### src/rtl/barrel_rot_pkg.sv
// barrel_rot_pkg: mode encodings shared by the rotator pipeline and its stages.
package barrel_rot_pkg;

    localparam logic [1:0] MODE_ROTR = 2'd0;
    localparam logic [1:0] MODE_ROTL = 2'd1;
    localparam logic [1:0] MODE_SHR  = 2'd2;
    localparam logic [1:0] MODE_SHL  = 2'd3;

    typedef enum logic [1:0] {
        ROT_R = MODE_ROTR,
        ROT_L = MODE_ROTL,
        SH_R  = MODE_SHR,
        SH_L  = MODE_SHL
    } rot_mode_t;

endpackage

### src/rtl/barrel_rot_stage.sv
// barrel_rot_stage: one pipeline slice of the barrel rotator. Moves the item by
// 2^STEP when amount bit STEP is set, registers it, and carries tag/mode/amount.
// With BARREL_ROT_XOR_EN defined it also carries the original operand and xor flag.
module barrel_rot_stage
    import barrel_rot_pkg::*;
#(
    parameter int WIDTH = 32,
    parameter int TAG_W = 4,
    parameter int STEP  = 0
) (
    input  logic                     clk,
    input  logic                     rst,
    input  logic                     up_valid,
    output logic                     up_ready,
    input  logic [WIDTH-1:0]         up_data,
    input  logic [$clog2(WIDTH)-1:0] up_amt,
    input  rot_mode_t                up_mode,
    input  logic [TAG_W-1:0]         up_tag,
`ifdef BARREL_ROT_XOR_EN
    input  logic [WIDTH-1:0]         up_orig,
    input  logic                     up_xor,
    output logic [WIDTH-1:0]         dn_orig,
    output logic                     dn_xor,
`endif
    output logic                     dn_valid,
    input  logic                     dn_ready,
    output logic [WIDTH-1:0]         dn_data,
    output logic [$clog2(WIDTH)-1:0] dn_amt,
    output rot_mode_t                dn_mode,
    output logic [TAG_W-1:0]         dn_tag
);

    localparam int SH = 1 << STEP;

    logic [WIDTH-1:0] moved;

    // Bubble-collapsing ready: an empty slot can always take a new item.
    assign up_ready = !dn_valid || dn_ready;

    // Conditional move by 2^STEP; ROTL never reaches here (converted at the input).
    always_comb begin
        moved = up_data;
        if (up_amt[STEP]) begin
            case (up_mode)
                SH_R:    moved = up_data >> SH;
                SH_L:    moved = up_data << SH;
                default: moved = (up_data >> SH) | (up_data << (WIDTH - SH));
            endcase
        end
    end

    // Register slice: load whenever this slot is free or draining.
    always_ff @(posedge clk or posedge rst) begin
        if (rst) begin
            dn_valid <= 1'b0;
            dn_data  <= '0;
            dn_amt   <= '0;
            dn_mode  <= ROT_R;
            dn_tag   <= '0;
`ifdef BARREL_ROT_XOR_EN
            dn_orig  <= '0;
            dn_xor   <= 1'b0;
`endif
        end else if (up_ready) begin
            dn_valid <= up_valid;
            dn_data  <= moved;
            dn_amt   <= up_amt;
            dn_mode  <= up_mode;
            dn_tag   <= up_tag;
`ifdef BARREL_ROT_XOR_EN
            dn_orig  <= up_orig;
            dn_xor   <= up_xor;
`endif
        end
    end

endmodule

### src/rtl/barrel_rot_pipe.sv
// barrel_rot_pipe: pipelined barrel rotator/shifter, one registered stage per
// amount bit, valid/ready on both sides. Optional feature macro BARREL_ROT_XOR_EN
// adds in_xor: out_data = result ^ original operand (for sigma terms).
module barrel_rot_pipe
    import barrel_rot_pkg::*;
#(
    parameter int WIDTH = 32,
    parameter int TAG_W = 4
) (
    input  logic                     clk,
    input  logic                     rst,
    input  logic                     in_valid,
    output logic                     in_ready,
    input  logic [WIDTH-1:0]         in_data,
    input  logic [$clog2(WIDTH)-1:0] in_amt,
    input  logic [1:0]               in_mode,
    input  logic [TAG_W-1:0]         in_tag,
`ifdef BARREL_ROT_XOR_EN
    input  logic                     in_xor,
`endif
    output logic                     out_valid,
    input  logic                     out_ready,
    output logic [WIDTH-1:0]         out_data,
    output logic [TAG_W-1:0]         out_tag
);

    localparam int AMT_W = $clog2(WIDTH);

    // Index 0 is the input side, index k+1 is the output of stage k.
    logic [AMT_W:0]            vld;
    logic [AMT_W:0]            rdy;
    logic [AMT_W:0][WIDTH-1:0] dat;
    logic [AMT_W:0][AMT_W-1:0] amt;
    logic [AMT_W:0][TAG_W-1:0] tag;
    rot_mode_t                 mode [AMT_W+1];
`ifdef BARREL_ROT_XOR_EN
    logic [AMT_W:0][WIDTH-1:0] org;
    logic [AMT_W:0]            xr;
`endif

    // ROTL by n is ROTR by (WIDTH-n) mod WIDTH; the amount wraps naturally.
    assign vld[0]  = in_valid;
    assign dat[0]  = in_data;
    assign tag[0]  = in_tag;
    assign amt[0]  = (in_mode == MODE_ROTL) ? AMT_W'(-in_amt) : in_amt;
    assign mode[0] = (in_mode == MODE_ROTL) ? ROT_R : rot_mode_t'(in_mode);
`ifdef BARREL_ROT_XOR_EN
    assign org[0]  = in_data;
    assign xr[0]   = in_xor;
`endif

    assign in_ready   = rdy[0];
    assign rdy[AMT_W] = out_ready;

    for (genvar k = 0; k < AMT_W; k++) begin : g_stage
        barrel_rot_stage #(
            .WIDTH (WIDTH),
            .TAG_W (TAG_W),
            .STEP  (k)
        ) u_stage (
            .clk      (clk),
            .rst      (rst),
            .up_valid (vld[k]),
            .up_ready (rdy[k]),
            .up_data  (dat[k]),
            .up_amt   (amt[k]),
            .up_mode  (mode[k]),
            .up_tag   (tag[k]),
`ifdef BARREL_ROT_XOR_EN
            .up_orig  (org[k]),
            .up_xor   (xr[k]),
            .dn_orig  (org[k+1]),
            .dn_xor   (xr[k+1]),
`endif
            .dn_valid (vld[k+1]),
            .dn_ready (rdy[k+1]),
            .dn_data  (dat[k+1]),
            .dn_amt   (amt[k+1]),
            .dn_mode  (mode[k+1]),
            .dn_tag   (tag[k+1])
        );
    end

    // Amount and mode are spent once the last stage has moved the data.
    logic unused_tail;
    assign unused_tail = ^{amt[AMT_W], mode[AMT_W]};

    assign out_valid = vld[AMT_W];
    assign out_tag   = tag[AMT_W];
`ifdef BARREL_ROT_XOR_EN
    assign out_data  = xr[AMT_W] ? (dat[AMT_W] ^ org[AMT_W]) : dat[AMT_W];
`else
    assign out_data  = dat[AMT_W];
`endif

endmodule

### config.mk
export PLATFORM = sky130hd
export DESIGN_NAME = barrel_rot_pipe
export DESIGN_NICKNAME = d
export VERILOG_FILES = /design/src/rtl/barrel_rot_pkg.sv /design/src/rtl/barrel_rot_stage.sv /design/src/rtl/barrel_rot_pipe.sv
export SDC_FILE = /design/constraint.sdc
export NUM_CORES = 1
export LEC_CHECK = 0
export CORE_MARGIN = 1.5
export CORE_UTILIZATION = 59
export DETAILED_ROUTE_END_ITERATION = 16
export GPL_ROUTABILITY_DRIVEN = 0
export PLACE_DENSITY = 0.81
export SLEW_MARGIN = 20
export SYNTH_ARGS = -nofsm -noshare
export SYNTH_HDL_FRONTEND = slang
export SYNTH_SLANG_ARGS = --single-unit
### constraint.sdc
create_clock -name clk -period 9.3 [get_ports clk]
set_clock_uncertainty 0.2 [all_clocks]
set_input_delay 1.395 -clock clk [delete_from_list [all_inputs] [get_ports clk]]
set_output_delay 1.395 -clock clk [all_outputs]
set_load 0.03 [all_outputs]
==> impl_summary.txt <==
----------------------------------------------------
[Worst setup path]
  Start of the worst register-to-register path ... g_stage[0].u_stage.dn_mode[1]
  Critical Path Start ... out_ready
  Category of the most critical setup path ... input port to output port
  Required time worst endpoint ... just under 8 ns
  Nature of the critical path startpoint ... input port
  Critical Path AT ... between 3 and 4 ns
  Largest fanout on the critical path ... approximately 70
  Crit end category ... output port

[STA]
  RSZ-0062 raised after global routing ... no
  Total setup violations reported at the end of the flow ... 0
  Highest clock frequency the design can meet ... 190 MHz
  Final Hold Viols ... 0
  Smallest hold slack ... 0.268 ns
  Part of the cycle the worst path needs ... 56.7%
  Slew at the pin closest to its max-slew limit ... about 1.1 ns
  Post-layout minimum cycle time ... about 5.3 ns
  Max-slew violations ... 0
  Total negative slack for setup checks ... 0 ns
  Slew margin rel. ... 26.8%

[Global routing]
  Remaining global-route overflow ... 0
  First-pass GRT wire length ... 41.4 mm
  Number of antenna violations at the first check in global routing ... 0
  GRT Total Usage ... 26.9%
  Vias in the first global route ... 8113
  Pin count of the biggest net entering global routing ... roughly 150

[Synthesis]
  Average size of a mapped cell ... 9.15 um2
  Most numerous cell types in the synthesized netlist ... 203 x sky130_fd_sc_hd__dfrtp_1, 117 x sky130_fd_sc_hd__o21ai_0, 104 x sky130_fd_sc_hd__nand2_1, 98 x sky130_fd_sc_hd__a211oi_1, 98 x sky130_fd_sc_hd__and3_1
  Most frequent cell after synthesis ... sky130_fd_sc_hd__dfrtp_1
  Number of enable flip-flop cells after synthesis ... 0
  Predominant post-synthesis flop cell ... sky130_fd_sc_hd__dfrtp_1
  Number of warnings issued by yosys ... 0
  Cells after Synth ... 1173
  Unique cell type count in the Yosys netlist ... 40
  Total standard cell area after synthesis ... ~11000 um2
  Register area share after synthesis ... a little under half
  Share of async-settable or async-resettable flops after synthesis ... between 90% and 100%
  Yosys top cell by area ... sky130_fd_sc_hd__dfrtp_1
  Cell types occupying the most area after synthesis ... sky130_fd_sc_hd__dfrtp_1 47%, sky130_fd_sc_hd__a211oi_1 6.9%, sky130_fd_sc_hd__and3_1 5.7%
  Area share of the largest cell type after synthesis ... a little under half
  Synthesized flop and latch total ... between 200 and 250
  Nets in the synthesized netlist ... approximately 1200

[Clock network]
  H-tree lvl count ... 1
  Number of buffers inserted for hold repair after clock tree synthesis ... 0
  Insertion delay to the later sink of the worst-skew pair ... about 0.50 ns
  Clock-pin slew on the worst setup and hold paths ... 0.06 ns
  Max Root-Sink Buffers ... 3
  Setup Fix Bufs, Post-CTS ... 0
  Num Clock Sinks ... between 200 and 250
  Root Driver ... sky130_fd_sc_hd__clkbuf_16
  # resized after CTS ... 0
  Clock tree from TritonCTS ... yes
  CTS Buf Count ... 21

[Routing]
  Vias per cell ... roughly 6.4
  Wire per inst ... 17.9 um
  Total wire length after detailed routing ... 24.9 mm
  Antenna Violating Nets Remaining ... 0
  # DRC ... 0
  Drt first-iter violations ... roughly 710
  Overall via count from detail_route ... 8890
  First-pass detailed-route iteration total ... 5

[Placed design]
  Port Buffer Count ... 84
  Post-detail-place hpwl ... around 16 mm
  Number of placed instances, taps included ... 1353

[Layout]
  Fraction of the core area covered by cells at the end of the flow ... approximately two thirds
  Layout Nets ... ~1200
  Post-route insts no fill ... 1388
  Share of final-layout standard cells stronger than drive strength 1 ... 6.90%
  ANT cells ... 0
  Layout Area Growth over Synthesis ... 11.0%

[Floorplanning]
  Standard-cell row count ... 49
  Die area ... about 19000 um2
  I/O pin total ... 85
  Die Span Y ... roughly 140 um
  Initial Util ... roughly 60%
  Die span in x ... between 100 and 150 um
  Floorplan core area ... roughly 18000 um2

[Power and ir drop]
  PnR Total Power ... 0.00331 W
  Power density cells ... 278 nW/um2
  Leakage ... roughly 5.0 nW
  IR drop worst, VDD ... 241 uV

[Status]
  Outcome ... finished, final reports clean

[Hold path]
  Hold path startpoint ... g_stage[3].u_stage.dn_tag[1]
  Path type of the worst min-delay path ... register to register

[Run]
  Number of max-capacitance violations reported ... 0

----------------------------------------------------
## critical path, cell delays in order
cell and delay (ns):
sky130_fd_sc_hd__clkdlybuf4s50_1 0.52, sky130_fd_sc_hd__nand4b_2 0.15, sky130_fd_sc_hd__buf_4 0.56, sky130_fd_sc_hd__nor2_2 0.11, sky130_fd_sc_hd__inv_2 0.20, sky130_fd_sc_hd__clkdlybuf4s50_1 0.71
## sequential cells by signal, indices dropped and copies added, names as in the netlist
signal / cells
g_stage.u_stage.dn_amt: 10
g_stage.u_stage.dn_data: 160
g_stage.u_stage.dn_mode: 8
g_stage.u_stage.dn_tag: 20
g_stage.u_stage.dn_valid: 5
## cells in the final DEF (no fill, tap or decap), types with 2 or more instances in the layout
cell                              count
sky130_fd_sc_hd__clkbuf_8             4
sky130_fd_sc_hd__a311oi_1            12
sky130_fd_sc_hd__nand3_1             37
sky130_fd_sc_hd__or3_1                2
sky130_fd_sc_hd__and3_1              98
sky130_fd_sc_hd__a21oi_1             48
sky130_fd_sc_hd__nor3_1               3
sky130_fd_sc_hd__a211oi_1            98
sky130_fd_sc_hd__o31ai_1             28
sky130_fd_sc_hd__inv_2                3
sky130_fd_sc_hd__nand2_1            103
sky130_fd_sc_hd__a31oi_1             36
sky130_fd_sc_hd__clkbuf_16           21
sky130_fd_sc_hd__dfrtp_1            202
sky130_fd_sc_hd__clkdlybuf4s50_1     84
sky130_fd_sc_hd__o22ai_1             30
sky130_fd_sc_hd__clkinv_2             5
sky130_fd_sc_hd__buf_4               12
sky130_fd_sc_hd__inv_1                3
sky130_fd_sc_hd__mux2_2              12
sky130_fd_sc_hd__o2bb2ai_1           38
sky130_fd_sc_hd__nor2b_1             59
sky130_fd_sc_hd__nand2b_1             9
sky130_fd_sc_hd__nor2_1              63
sky130_fd_sc_hd__nor3b_1              2
sky130_fd_sc_hd__o21ai_0            117
sky130_fd_sc_hd__mux2_4               9
## where the power goes
group	internal (W)	switching (W)	total, W
Sequential	0.00118	0.000292	0.00147
Clock	0.000471	0.000341	0.000812
Combinational	0.000446	0.000584	0.00103
Total	0.00209	0.00122	0.00331
## metrics by stage
stage               setup WS, ns  area [um2]
floorplan                   2.17       10700
CTS                         4.04       11900
finish                      4.03       11900
global route                3.94       11900
global placement            4.10       11200
detailed placement          4.04       11200
## final cells by class
type	instances	area (um2)
multi-input cells	818	4910
inverters	7	33.8
clock inverters	8	71.3
flip-flops and latches	203	5080
fillers	1487	5990
clock buffers	26	584
well taps	229	287
repair buffers	97	942
## worst paths after layout
kind	endpoint	slack, ns	cells after the start
worst max-delay path	in_ready	4.03	6
worst min-delay path	g_stage[3].u_stage.dn_tag[1]	0.27	2
worst max register to register	g_stage[1].u_stage.dn_data[18]	6.57	3
worst min register to register	g_stage[3].u_stage.dn_tag[1]	0.27	2
max in group asynchronous	g_stage[2].u_stage.dn_data[31]	6.21	3
min in group asynchronous	g_stage[0].u_stage.dn_tag[2]	1.31	2
## cell families after synthesis
logic type	count (synthesis)	share of synthesized area, %
and+or+nand+nor	386	18.3
buffers and inverters	152	6.99
adders and majority gates	1	0.117
AOI/OAI and AO/OA	408	24.5
xor gates and xnor gates	1	0.0816
muxes	22	2.61
DFF	203	47.3
## per-layer routing
layer,part of all wire (%),track usage [%]
met5,0,0
met4,2.1,7.47
met3,4.5,3.25
met2,49,44.9
met1,45,37.2
(Power assumes the default switching activity.)
